## src/rtl/multicycle_ctrl_if.sv

```systemverilog
// Instruction- and data-memory handshake bundle between the sequencer and the memories.
// The controller is the master; the memory side (or bench) is the slave.
interface multicycle_ctrl_if;
    logic        imem_req;
    logic        imem_ack;
    logic [31:0] imem_rdata;
    logic        dmem_req;
    logic        dmem_we;
    logic        dmem_ack;

    modport master (
        output imem_req, dmem_req, dmem_we,
        input  imem_ack, imem_rdata, dmem_ack
    );

    modport slave (
        input  imem_req, dmem_req, dmem_we,
        output imem_ack, imem_rdata, dmem_ack
    );
endinterface

```

## src/rtl/multicycle_ctrl.sv

```systemverilog
// Multi-cycle IF/ID/EX/MEM/WB sequencer for the RV32I datapath.
// Requests and strobes are combinational from state and ir, forced low while rstn is low.
module multicycle_ctrl #(
    parameter logic [31:0] RESET_IR = 32'h0000_0013
) (
    input  logic                    clk,
    input  logic                    rstn,
    multicycle_ctrl_if.master       bus,
    input  logic                    branch_taken,
    output logic [31:0]             ir,
    output logic                    pc_we,
    output logic [1:0]              pc_sel,
    output logic                    rf_we,
    output logic [1:0]              wb_sel,
    output logic [2:0]              state,
    output logic                    halt,
    output logic                    illegal,
    output logic [31:0]             retired
);

    typedef enum logic [2:0] {
        S_IF   = 3'd0,
        S_ID   = 3'd1,
        S_EX   = 3'd2,
        S_MEM  = 3'd3,
        S_WB   = 3'd4,
        S_HALT = 3'd5
    } state_t;

    state_t      r_state;
    state_t      w_next_state;
    logic [31:0] r_ir;
    logic [31:0] r_retired;
    logic        r_illegal;

    logic w_imem_req, w_dmem_req, w_dmem_we, w_pc_we, w_rf_we;
    logic [1:0] w_pc_sel, w_wb_sel;
    logic w_load_ir, w_inc, w_set_ill;

    logic [6:0] w_op;
    logic w_is_r, w_is_i, w_is_load, w_is_store, w_is_br, w_is_jal, w_is_jalr, w_is_sys;
    logic w_is_jump, w_is_legal;

    assign w_op       = r_ir[6:0];
    assign w_is_r     = (w_op == 7'b0110011);
    assign w_is_i     = (w_op == 7'b0010011);
    assign w_is_load  = (w_op == 7'b0000011);
    assign w_is_store = (w_op == 7'b0100011);
    assign w_is_br    = (w_op == 7'b1100011);
    assign w_is_jal   = (w_op == 7'b1101111);
    assign w_is_jalr  = (w_op == 7'b1100111);
    assign w_is_sys   = (w_op == 7'b1110011);
    assign w_is_jump  = w_is_jal | w_is_jalr;
    assign w_is_legal = w_is_r | w_is_i | w_is_load | w_is_store | w_is_br | w_is_jump | w_is_sys;

    always_comb begin
        w_next_state = r_state;
        w_imem_req   = 1'b0;
        w_dmem_req   = 1'b0;
        w_dmem_we    = 1'b0;
        w_pc_we      = 1'b0;
        w_pc_sel     = 2'd0;
        w_rf_we      = 1'b0;
        w_wb_sel     = 2'd0;
        w_load_ir    = 1'b0;
        w_inc        = 1'b0;
        w_set_ill    = 1'b0;
        case (r_state)
            S_IF: begin
                w_imem_req = 1'b1;
                if (bus.imem_ack) begin
                    w_load_ir    = 1'b1;
                    w_next_state = S_ID;
                end
            end
            S_ID: begin
                if (!w_is_legal) begin
                    w_set_ill    = 1'b1;
                    w_next_state = S_HALT;
                end else if (w_is_sys) begin
                    w_next_state = S_HALT;
                end else begin
                    w_next_state = S_EX;
                end
            end
            S_EX: begin
                if (w_is_br) begin
                    w_pc_we      = 1'b1;
                    w_pc_sel     = branch_taken ? 2'd1 : 2'd0;
                    w_inc        = 1'b1;
                    w_next_state = S_IF;
                end else if (w_is_load || w_is_store) begin
                    w_next_state = S_MEM;
                end else begin
                    w_next_state = S_WB;
                end
            end
            S_MEM: begin
                w_dmem_req = 1'b1;
                w_dmem_we  = w_is_store;
                if (bus.dmem_ack) begin
                    if (w_is_store) begin
                        // Stores retire here; they never visit WB.
                        w_pc_we      = 1'b1;
                        w_inc        = 1'b1;
                        w_next_state = S_IF;
                    end else begin
                        w_next_state = S_WB;
                    end
                end
            end
            S_WB: begin
                w_rf_we      = 1'b1;
                w_wb_sel     = w_is_load ? 2'd1 : (w_is_jump ? 2'd2 : 2'd0);
                w_pc_we      = 1'b1;
                w_pc_sel     = w_is_jump ? 2'd2 : 2'd0;
                w_inc        = 1'b1;
                w_next_state = S_IF;
            end
            S_HALT: w_next_state = S_HALT;
            default: w_next_state = S_IF;
        endcase
    end

    always_ff @(posedge clk) begin
        if (!rstn) begin
            r_state   <= S_IF;
            r_ir      <= RESET_IR;
            r_retired <= 32'd0;
            r_illegal <= 1'b0;
        end else begin
            r_state <= w_next_state;
            if (w_load_ir) r_ir <= bus.imem_rdata;
            if (w_inc)     r_retired <= r_retired + 32'd1;
            if (w_set_ill) r_illegal <= 1'b1;
        end
    end

    assign bus.imem_req = rstn & w_imem_req;
    assign bus.dmem_req = rstn & w_dmem_req;
    assign bus.dmem_we  = rstn & w_dmem_we;
    assign pc_we        = rstn & w_pc_we;
    assign pc_sel       = rstn ? w_pc_sel : 2'd0;
    assign rf_we        = rstn & w_rf_we;
    assign wb_sel       = rstn ? w_wb_sel : 2'd0;
    assign ir           = r_ir;
    assign state        = r_state;
    assign halt         = (r_state == S_HALT);
    assign illegal      = r_illegal;
    assign retired      = r_retired;

endmodule

```

## src/flat_wrapper.sv

```systemverilog
// flat-port wrapper written by rule: the top's interface ports become plain ports
module multicycle_ctrl_flat 
#(
    parameter logic [31:0] RESET_IR = 32'h0000_0013
)
  (clk, rstn, branch_taken, ir, pc_we, pc_sel, rf_we, wb_sel, state, halt, illegal, retired, bus_imem_req, bus_dmem_req, bus_dmem_we, bus_imem_ack, bus_imem_rdata, bus_dmem_ack);
  multicycle_ctrl_if bus_i ();
  input  logic clk;
  input  logic rstn;
  input  logic branch_taken;
  output logic [31:0] ir;
  output logic pc_we;
  output logic [1:0] pc_sel;
  output logic rf_we;
  output logic [1:0] wb_sel;
  output logic [2:0] state;
  output logic halt;
  output logic illegal;
  output logic [31:0] retired;
  output wire logic [$bits(bus_i.imem_req)-1:0] bus_imem_req;
  output wire logic [$bits(bus_i.dmem_req)-1:0] bus_dmem_req;
  output wire logic [$bits(bus_i.dmem_we)-1:0] bus_dmem_we;
  input wire logic [$bits(bus_i.imem_ack)-1:0] bus_imem_ack;
  input wire logic [$bits(bus_i.imem_rdata)-1:0] bus_imem_rdata;
  input wire logic [$bits(bus_i.dmem_ack)-1:0] bus_dmem_ack;
  assign bus_imem_req = bus_i.imem_req;
  assign bus_dmem_req = bus_i.dmem_req;
  assign bus_dmem_we = bus_i.dmem_we;
  assign bus_i.imem_ack = bus_imem_ack;
  assign bus_i.imem_rdata = bus_imem_rdata;
  assign bus_i.dmem_ack = bus_dmem_ack;
  multicycle_ctrl #(.RESET_IR(RESET_IR)) u_core (.clk(clk), .rstn(rstn), .bus(bus_i), .branch_taken(branch_taken), .ir(ir), .pc_we(pc_we), .pc_sel(pc_sel), .rf_we(rf_we), .wb_sel(wb_sel), .state(state), .halt(halt), .illegal(illegal), .retired(retired));
endmodule
```

## config.mk

```make
export PLATFORM = sky130hd
export DESIGN_NAME = multicycle_ctrl_flat
export DESIGN_NICKNAME = d
export VERILOG_FILES = /design/src/rtl/multicycle_ctrl_if.sv /design/src/rtl/multicycle_ctrl.sv /design/src/flat_wrapper.sv
export SDC_FILE = /design/constraint.sdc
export NUM_CORES = 1
export LEC_CHECK = 0
export ABC_AREA = 1
export CAP_MARGIN = 20
export CORE_ASPECT_RATIO = 0.5
export CORE_MARGIN = 3
export CORE_UTILIZATION = 46
export DETAILED_ROUTE_END_ITERATION = 8
export PLACE_DENSITY = 0.8
export RECOVER_POWER = 50
export SYNTH_ARGS = -nofsm -noshare
export SYNTH_HDL_FRONTEND = slang
export SYNTH_SLANG_ARGS = --single-unit
```

## constraint.sdc

```tcl
create_clock -name clk -period 2.05 [get_ports clk]
set_clock_uncertainty 0.2 [all_clocks]
set_input_delay 0.3075 -clock clk [delete_from_list [all_inputs] [get_ports clk]]
set_output_delay 0.3075 -clock clk [all_outputs]
set_load 0.03 [all_outputs]
```

==> results.json, run 1 <==
{
  "total_met2_wirelength_after_detailed_routing_um": 4880,
  "min_delay_worst_endpoint": "u_core.ir[16]",
  "async_set_reset_flop_share_out_of_synthesis_pct": 0,
  "post-route-worst-setup-slack_ns": 0.0509,
  "timing.critical_path.required_ns": 1.54,
  "maximum_number_of_pins_on_one_net_before_global_route_repair": 46,
  "post_synth_top_cells": "187 x sky130_fd_sc_hd__nand2_1, 79 x sky130_fd_sc_hd__nor2_1, 68 x sky130_fd_sc_hd__dfxtp_1",
  "clkLatencyLatePin_ns": 0.33,
  "clock_path_buffers": 2,
  "tightest_slew_ns": 0.370,
  "drc_errors": 0,
  "crit_type": "reg -> out",
  "hold_start": "u_core.ir[16]",
  "final_period_utilization_pct": 97.5,
  "crit_arrival_ns": 1.49,
  "grt_overflow_total": 0,
  "routed-wl-met3_um": 946,
  "grt_antenna_before_repair": 0,
  "wl_met1_um": 4420,
  "crit_path_top_delay_cell": "sky130_fd_sc_hd__dfxtp_4",
  "place_hpwl_um": 7410,
  "synth-warning-count": 0,
  "cp-end-kind": "output port",
  "ctsHoldBuffers": 0,
  "max_freq_mhz": 500,
  "tritoncts_clock_tree": "yes",
  "power_leakage_nw": 1.93,
  "cts_max_level": 3,
  "clock-root-buffer": "sky130_fd_sc_hd__clkbuf_16",
  "layout.filler_cells": 564,
  "startpoint_type": "register",
  "die_area_um2": 8780,
  "num_antenna_cells": 0,
  "synth.cell_area_um2": 3510,
  "finalMaxSlewViolations": 0,
  "maxCapViolCount": 0,
  "syn_area_per_cell_um2": 6.38,
  "ant_nets": 0,
  "post-synth-top-count-cell": "sky130_fd_sc_hd__nand2_1",
  "count_of_flip_flops_with_a_built_in_enable_after_synthesis": 0,
  "route.top_layer_used": "met4",
  "num_vias": 3934,
  "yosys_most_used_dff": "sky130_fd_sc_hd__dfxtp_1",
  "grt_setup_unrepaired": "true",
  "die_h_um": 67.8,
  "fp-row-count": 21,
  "buffer_ports.inserted": 114,
  "detail_route.vias_per_cell": 5.11,
  "slew_headroom_pct": 75.2,
  "worstHoldPathType": "reg -> reg",
  "timing.critical_path.slowest_cell_delay_ns": 0.37,
  "ys_types": 29,
  "layout_cell_share_with_drive_strength_beyond_1_pct": 11.7,
  "finalSetupViolations": 0,
  "io-pin-count": 115,
  "seq_area_frac_synth_pct": 38.8,
  "number_of_buffers_added_by_the_clock_tree_synthesis_step": 9,
  "synth_top_cell_by_area": "sky130_fd_sc_hd__dfxtp_1",
  "timing.reg2reg.setup_slack_ns": 0.25,
  "synth_largest_type_area_fraction_pct": 38.8,
  "hold_viol": 0,
  "power_density_nw_per_um2": 922,
  "clkSinkCount": 68,
  "grt_pass1_vias": 3505,
  "cp_cell_sequence": "inv_4 > nand2_1 > nor2_4 > nand3_4 > buf_12 > nor2_2 > buf_4",
  "reg2reg_from": "u_core.retired[0]",
  "layout-area-overhead-vs-synth_pct": 47.9,
  "crit_fanout": 5,
  "starting_density_pct": 49.9,
  "core_region_area_um2": 7040,
  "detail_route.wirelength_um": 10400,
  "chipWidth_um": 130,
  "grt_util_all_layers_pct": 23.8,
  "drt_first_pass_iters": 4,
  "detail_route.iter0.violations": 205,
  "final_period_minus_worst_setup_slack_ns": 2.00,
  "synth_top_cells_by_area": "sky130_fd_sc_hd__dfxtp_1 39%, sky130_fd_sc_hd__nand2_1 20%, sky130_fd_sc_hd__nor2_1 8.4%",
  "num-nets-final": 711,
  "postSynthCellCount": 550,
  "path_clk_slew_ns": 0.06,
  "critical_path.reg2reg.endpoint": "u_core.retired[15]",
  "r2r_cells": 8,
  "grt_pass1_wl_um": 16500,
  "gpl.final_weighted_congestion": 0.950,
  "route.detailed.wl_per_inst_um": 13.4,
  "vdd.ir_drop.worst_mv": 0.622,
  "hold_slack_ns": 0.261,
  "run_status": "finished clean",
  "synth.net_count": 588,
  "synth-seq-cells": 68,
  "dpl_worst_slack_ns": -0.0155,
  "worst_hold_path.num_cells": 2
}
sequential cells by signal, summed over array words and instances (netlist names):
register,count
u_core.state,3
u_core.retired,32
u_core.illegal,1
u_core.ir,32
cells by family (layout without fill, tap and decap cells):
group | Yosys count | count (layout) | share of synthesized area (%)
xor+xnor | 11 | 11 | 2.74
buf+inv | 67 | 195 | 8.30
flops | 68 | 68 | 38.8
simple gates | 336 | 336 | 40.0
fa+ha+maj | 1 | 1 | 0.356
compound gates | 67 | 67 | 9.80
layout by cell type, fill, tap and decap left out, types with 4 or more instances in the layout:
| cell | Yosys | routed |
|---|---|---|
| sky130_fd_sc_hd__nand2_1 | 187 | 184 |
| sky130_fd_sc_hd__clkdlybuf4s50_1 | 0 | 104 |
| sky130_fd_sc_hd__nor2_1 | 79 | 72 |
| sky130_fd_sc_hd__dfxtp_1 | 68 | 60 |
| sky130_fd_sc_hd__a21oi_1 | 55 | 55 |
| sky130_fd_sc_hd__inv_1 | 44 | 39 |
| sky130_fd_sc_hd__nand3_1 | 34 | 31 |
| sky130_fd_sc_hd__buf_4 | 0 | 25 |
| sky130_fd_sc_hd__nand4_1 | 21 | 21 |
| sky130_fd_sc_hd__clkbuf_16 | 0 | 9 |
| sky130_fd_sc_hd__xor2_1 | 8 | 8 |
| sky130_fd_sc_hd__nor3_1 | 8 | 7 |
| sky130_fd_sc_hd__dfxtp_2 | 0 | 7 |
| sky130_fd_sc_hd__nor2_2 | 2 | 6 |
| sky130_fd_sc_hd__o21ai_0 | 5 | 5 |
| sky130_fd_sc_hd__inv_2 | 1 | 4 |
| sky130_fd_sc_hd__clkinv_4 | 0 | 4 |
worst max-delay path: cells and delay by family, from the launching register on:
family                 cells  cell delay, ns
and+or+nand+nor            4            0.42
buffers and inverters      3            0.38
DFF                        1            0.37
per-stage QoR:
stage / utilization, % / cell area (µm²) / total power, W / setup TNS, ns / cells
floorplan: - / 3530 / 0.00262 / -0.366 / 550
global placement: 67.9 / 4780 / 0.00322 / 0 / 749
detailed placement: 67.9 / 4780 / 0.00323 / -0.0218 / 749
CTS: 72.4 / 5100 / 0.00473 / -0.0258 / 765
global route: 73.7 / 5190 / 0.00504 / -0.0495 / 770
finish: 73.7 / 5190 / 0.00479 / 0 / 770
worst max path at each step:
| stage | startpoint | to | slack (ns) |
|---|---|---|---|
| 3_3_place_gp | rstn | wb_sel[0] | 0.02 |
| 4_1_cts | u_core.ir[0] | pc_we | -0.02 |
| 2_1_floorplan | u_core.state[2] | pc_sel[1] | -0.15 |
| 5_1_grt | u_core.ir[3] | pc_we | -0.02 |
| 3_5_place_dp | rstn | wb_sel[0] | -0.02 |
| 6_report | u_core.state[2] | pc_sel[0] | 0.05 |
repair_timing:
action,in CTS,in global routing
gates resized for setup,11,17
setup buffers,0,5
endpoints found under the setup margin,8,7
pin swaps,1,4
layout make-up:
type / count / area [µm²] / area share [%]
inverters: 45 / 173 / 3.33
well taps: 92 / 115 / 2.22
clock inverters: 6 / 50.0 / 0.964
multi-input cells: 415 / 1930 / 37.2
flip-flops and latches: 68 / 1370 / 26.5
repair buffers: 134 / 1310 / 25.2
clock buffers: 10 / 239 / 4.60
routing by layer:
layer  vias to the layer above  track usage [%]
li1                       2011                -
met1                      1792             28.3
met2                       118             39.6
met3                        13             10.1
met4                         0             7.25
met5                         -                0
report_power, final:
group | internal [W] | switching, W | leakage, nW
logic | 0.000660 | 0.00103 | 1.24
registers | 0.00150 | 0.000140 | 0.556
clock network | 0.000858 | 0.000597 | 0.135
total | 0.00302 | 0.00177 | 1.93
(Power assumes the default switching activity.)
==> inputs of run 2 (changes only) <==
- PLACE_DENSITY: 0.8 -> default
- PLACE_DENSITY_LB_ADDON: default -> 0.05
- TNS_END_PERCENT: default -> 50
==> results.json, run 2 (same netlist as run 1, synthesis figures left out) <==
{
  "run_status": "finished clean",
  "finalMaxSlewViolations": 0,
  "cts_max_level": 3,
  "slew_headroom_pct": 75.6,
  "ctsHoldBuffers": 0,
  "crit_type": "reg -> out",
  "die_area_um2": 8780,
  "detail_route.vias_per_cell": 5.17,
  "grt_pass1_wl_um": 16500,
  "timing.critical_path.slowest_cell_delay_ns": 0.34,
  "layout_cell_share_with_drive_strength_beyond_1_pct": 11.5,
  "dpl.cell_count": 751,
  "clkSinkCount": 68,
  "hold_viol": 0,
  "startpoint_type": "register",
  "num-nets-final": 711,
  "layout.filler_cells": 574,
  "most_frequent_cells_in_the_layout": "183 x sky130_fd_sc_hd__nand2_1, 102 x sky130_fd_sc_hd__clkdlybuf4s50_1, 73 x sky130_fd_sc_hd__nor2_1",
  "maximum_number_of_pins_on_one_net_before_global_route_repair": 46,
  "final_period_minus_worst_setup_slack_ns": 2.02,
  "cp_cell_sequence": "inv_2 > nand3_1 > inv_2 > nand3_2 > nor3_2 > buf_4",
  "grt_overflow_total": 0,
  "crit_arrival_ns": 1.51,
  "tightest_slew_ns": 0.365,
  "place_hpwl_um": 7350,
  "route.detailed.wl_per_inst_um": 13.8,
  "max_freq_mhz": 496,
  "worstHoldPathType": "reg -> reg",
  "ant_nets": 0,
  "clkLatencyLatePin_ns": 0.34,
  "power_density_nw_per_um2": 954,
  "grt_antenna_before_repair": 0,
  "drc_errors": 0,
  "detail_route.iter0.violations": 305,
  "grt_pass1_vias": 3539,
  "gpl.final_weighted_congestion": 0.890,
  "number_of_buffers_added_by_the_clock_tree_synthesis_step": 9,
  "sequential_cell_area_um2": 1370,
  "hold_slack_ns": 0.262,
  "io-pin-count": 115,
  "tritoncts_clock_tree": "yes",
  "num_vias": 3969,
  "clock_path_buffers": 2,
  "timing.critical_path.required_ns": 1.54,
  "buffer_ports.inserted": 114,
  "crit_fanout": 4,
  "detail_route.wirelength_um": 10600,
  "layout-area-overhead-vs-synth_pct": 48.9,
  "path_clk_slew_ns": 0.05,
  "power_leakage_nw": 1.99,
  "vdd.ir_drop.worst_mv": 0.686,
  "multi_input_comb_area_um2": 1960,
  "die_h_um": 67.8,
  "finalSetupViolations": 0,
  "post_layout_nonfiller_instances": 768,
  "starting_density_pct": 49.9,
  "final_period_utilization_pct": 98.3,
  "grt_setup_unrepaired": "true",
  "drt_first_pass_iters": 5,
  "chipWidth_um": 130,
  "fin_util_pct": 74.3,
  "cp-end-kind": "output port",
  "grt_util_all_layers_pct": 24.0,
  "maxCapViolCount": 0,
  "crit_top_cell": "sky130_fd_sc_hd__inv_2",
  "num_antenna_cells": 0,
  "clock-root-buffer": "sky130_fd_sc_hd__clkbuf_16",
  "fp-row-count": 21,
  "final_common_cell": "sky130_fd_sc_hd__nand2_1",
  "core_region_area_um2": 7040,
  "crit_path_top_delay_cell": "sky130_fd_sc_hd__dfxtp_1"
}
==> run 2: cell types whose count changed in the layout (fill, tap and decap cells not counted), sizes merged <==
cell | previous run | this run
clkinvlp | 2 | 0
clkinv | 5 | 0
dlymetal6s2s | 0 | 2
clkdlybuf4s50 | 104 | 102
clkbuf | 10 | 13
inv | 44 | 45
bufinv | 0 | 1
==> run 2: path summary, 6_finish.rpt <==
check / from / to / slack (ns) / depth (start not counted)
setup / recovery: u_core.ir[4] / pc_sel[1] / 0.03 / 6
hold / removal: u_core.ir[22] / u_core.ir[22] / 0.26 / 2
setup reg to reg: u_core.retired[0] / u_core.retired[28] / 0.25 / 9
hold reg to reg: u_core.ir[22] / u_core.ir[22] / 0.26 / 2
==> run 2: per-layer routing <==
metal,up-vias,GRT usage [%],wire [µm]
met5,-,0,0
met4,0,6.61,170
li1,2023,-,-
met2,145,39.9,4810
met3,17,11.7,1110
met1,1784,28.1,4490
==> run 2: final cells by class <==
| cell class | instances | area share [%] |
|---|---|---|
| Tap cell | 92 | 2.20 |
| Inverter | 45 | 3.23 |
| Multi-Input combinational cell | 415 | 37.5 |
| Timing Repair Buffer | 134 | 24.9 |
| Clock buffer | 13 | 5.36 |
| Sequential cell | 68 | 26.2 |
| Clock inverter | 1 | 0.574 |
==> run 2: critical path: cells and delay by family, from the launching register on <==
| kind | cells | cell delay [ns] |
|---|---|---|
| buffers and inverters | 3 | 0.41 |
| DFF | 1 | 0.34 |
| and+or+nand+nor | 3 | 0.41 |
==> run 2: power by group <==
| part | internal (W) | switching [W] | total [W] |
|---|---|---|---|
| Sequential | 0.00150 | 0.000145 | 0.00164 |
| Combinational | 0.000672 | 0.00105 | 0.00172 |
| Clock | 0.00106 | 0.000559 | 0.00162 |
==> run 2: metrics by stage <==
stage	cell area, µm²	total power [W]	worst slack [ns]	TNS [ns]
2_1_floorplan	3520	0.00261	-0.172	-0.717
3_3_place_gp	4780	0.00321	0.144	0
3_5_place_dp	4780	0.00323	0.124	0
4_1_cts	5130	0.00489	-0.0147	-0.0293
5_1_grt	5230	0.00521	-0.0643	-0.193
6_report	5230	0.00499	0.0344	0
==> run 2: repair_timing <==
action,in CTS,in global routing
setup buffers,0,3
setup endpoints to repair,6,12
pin swaps,1,5
gates resized for setup,12,29
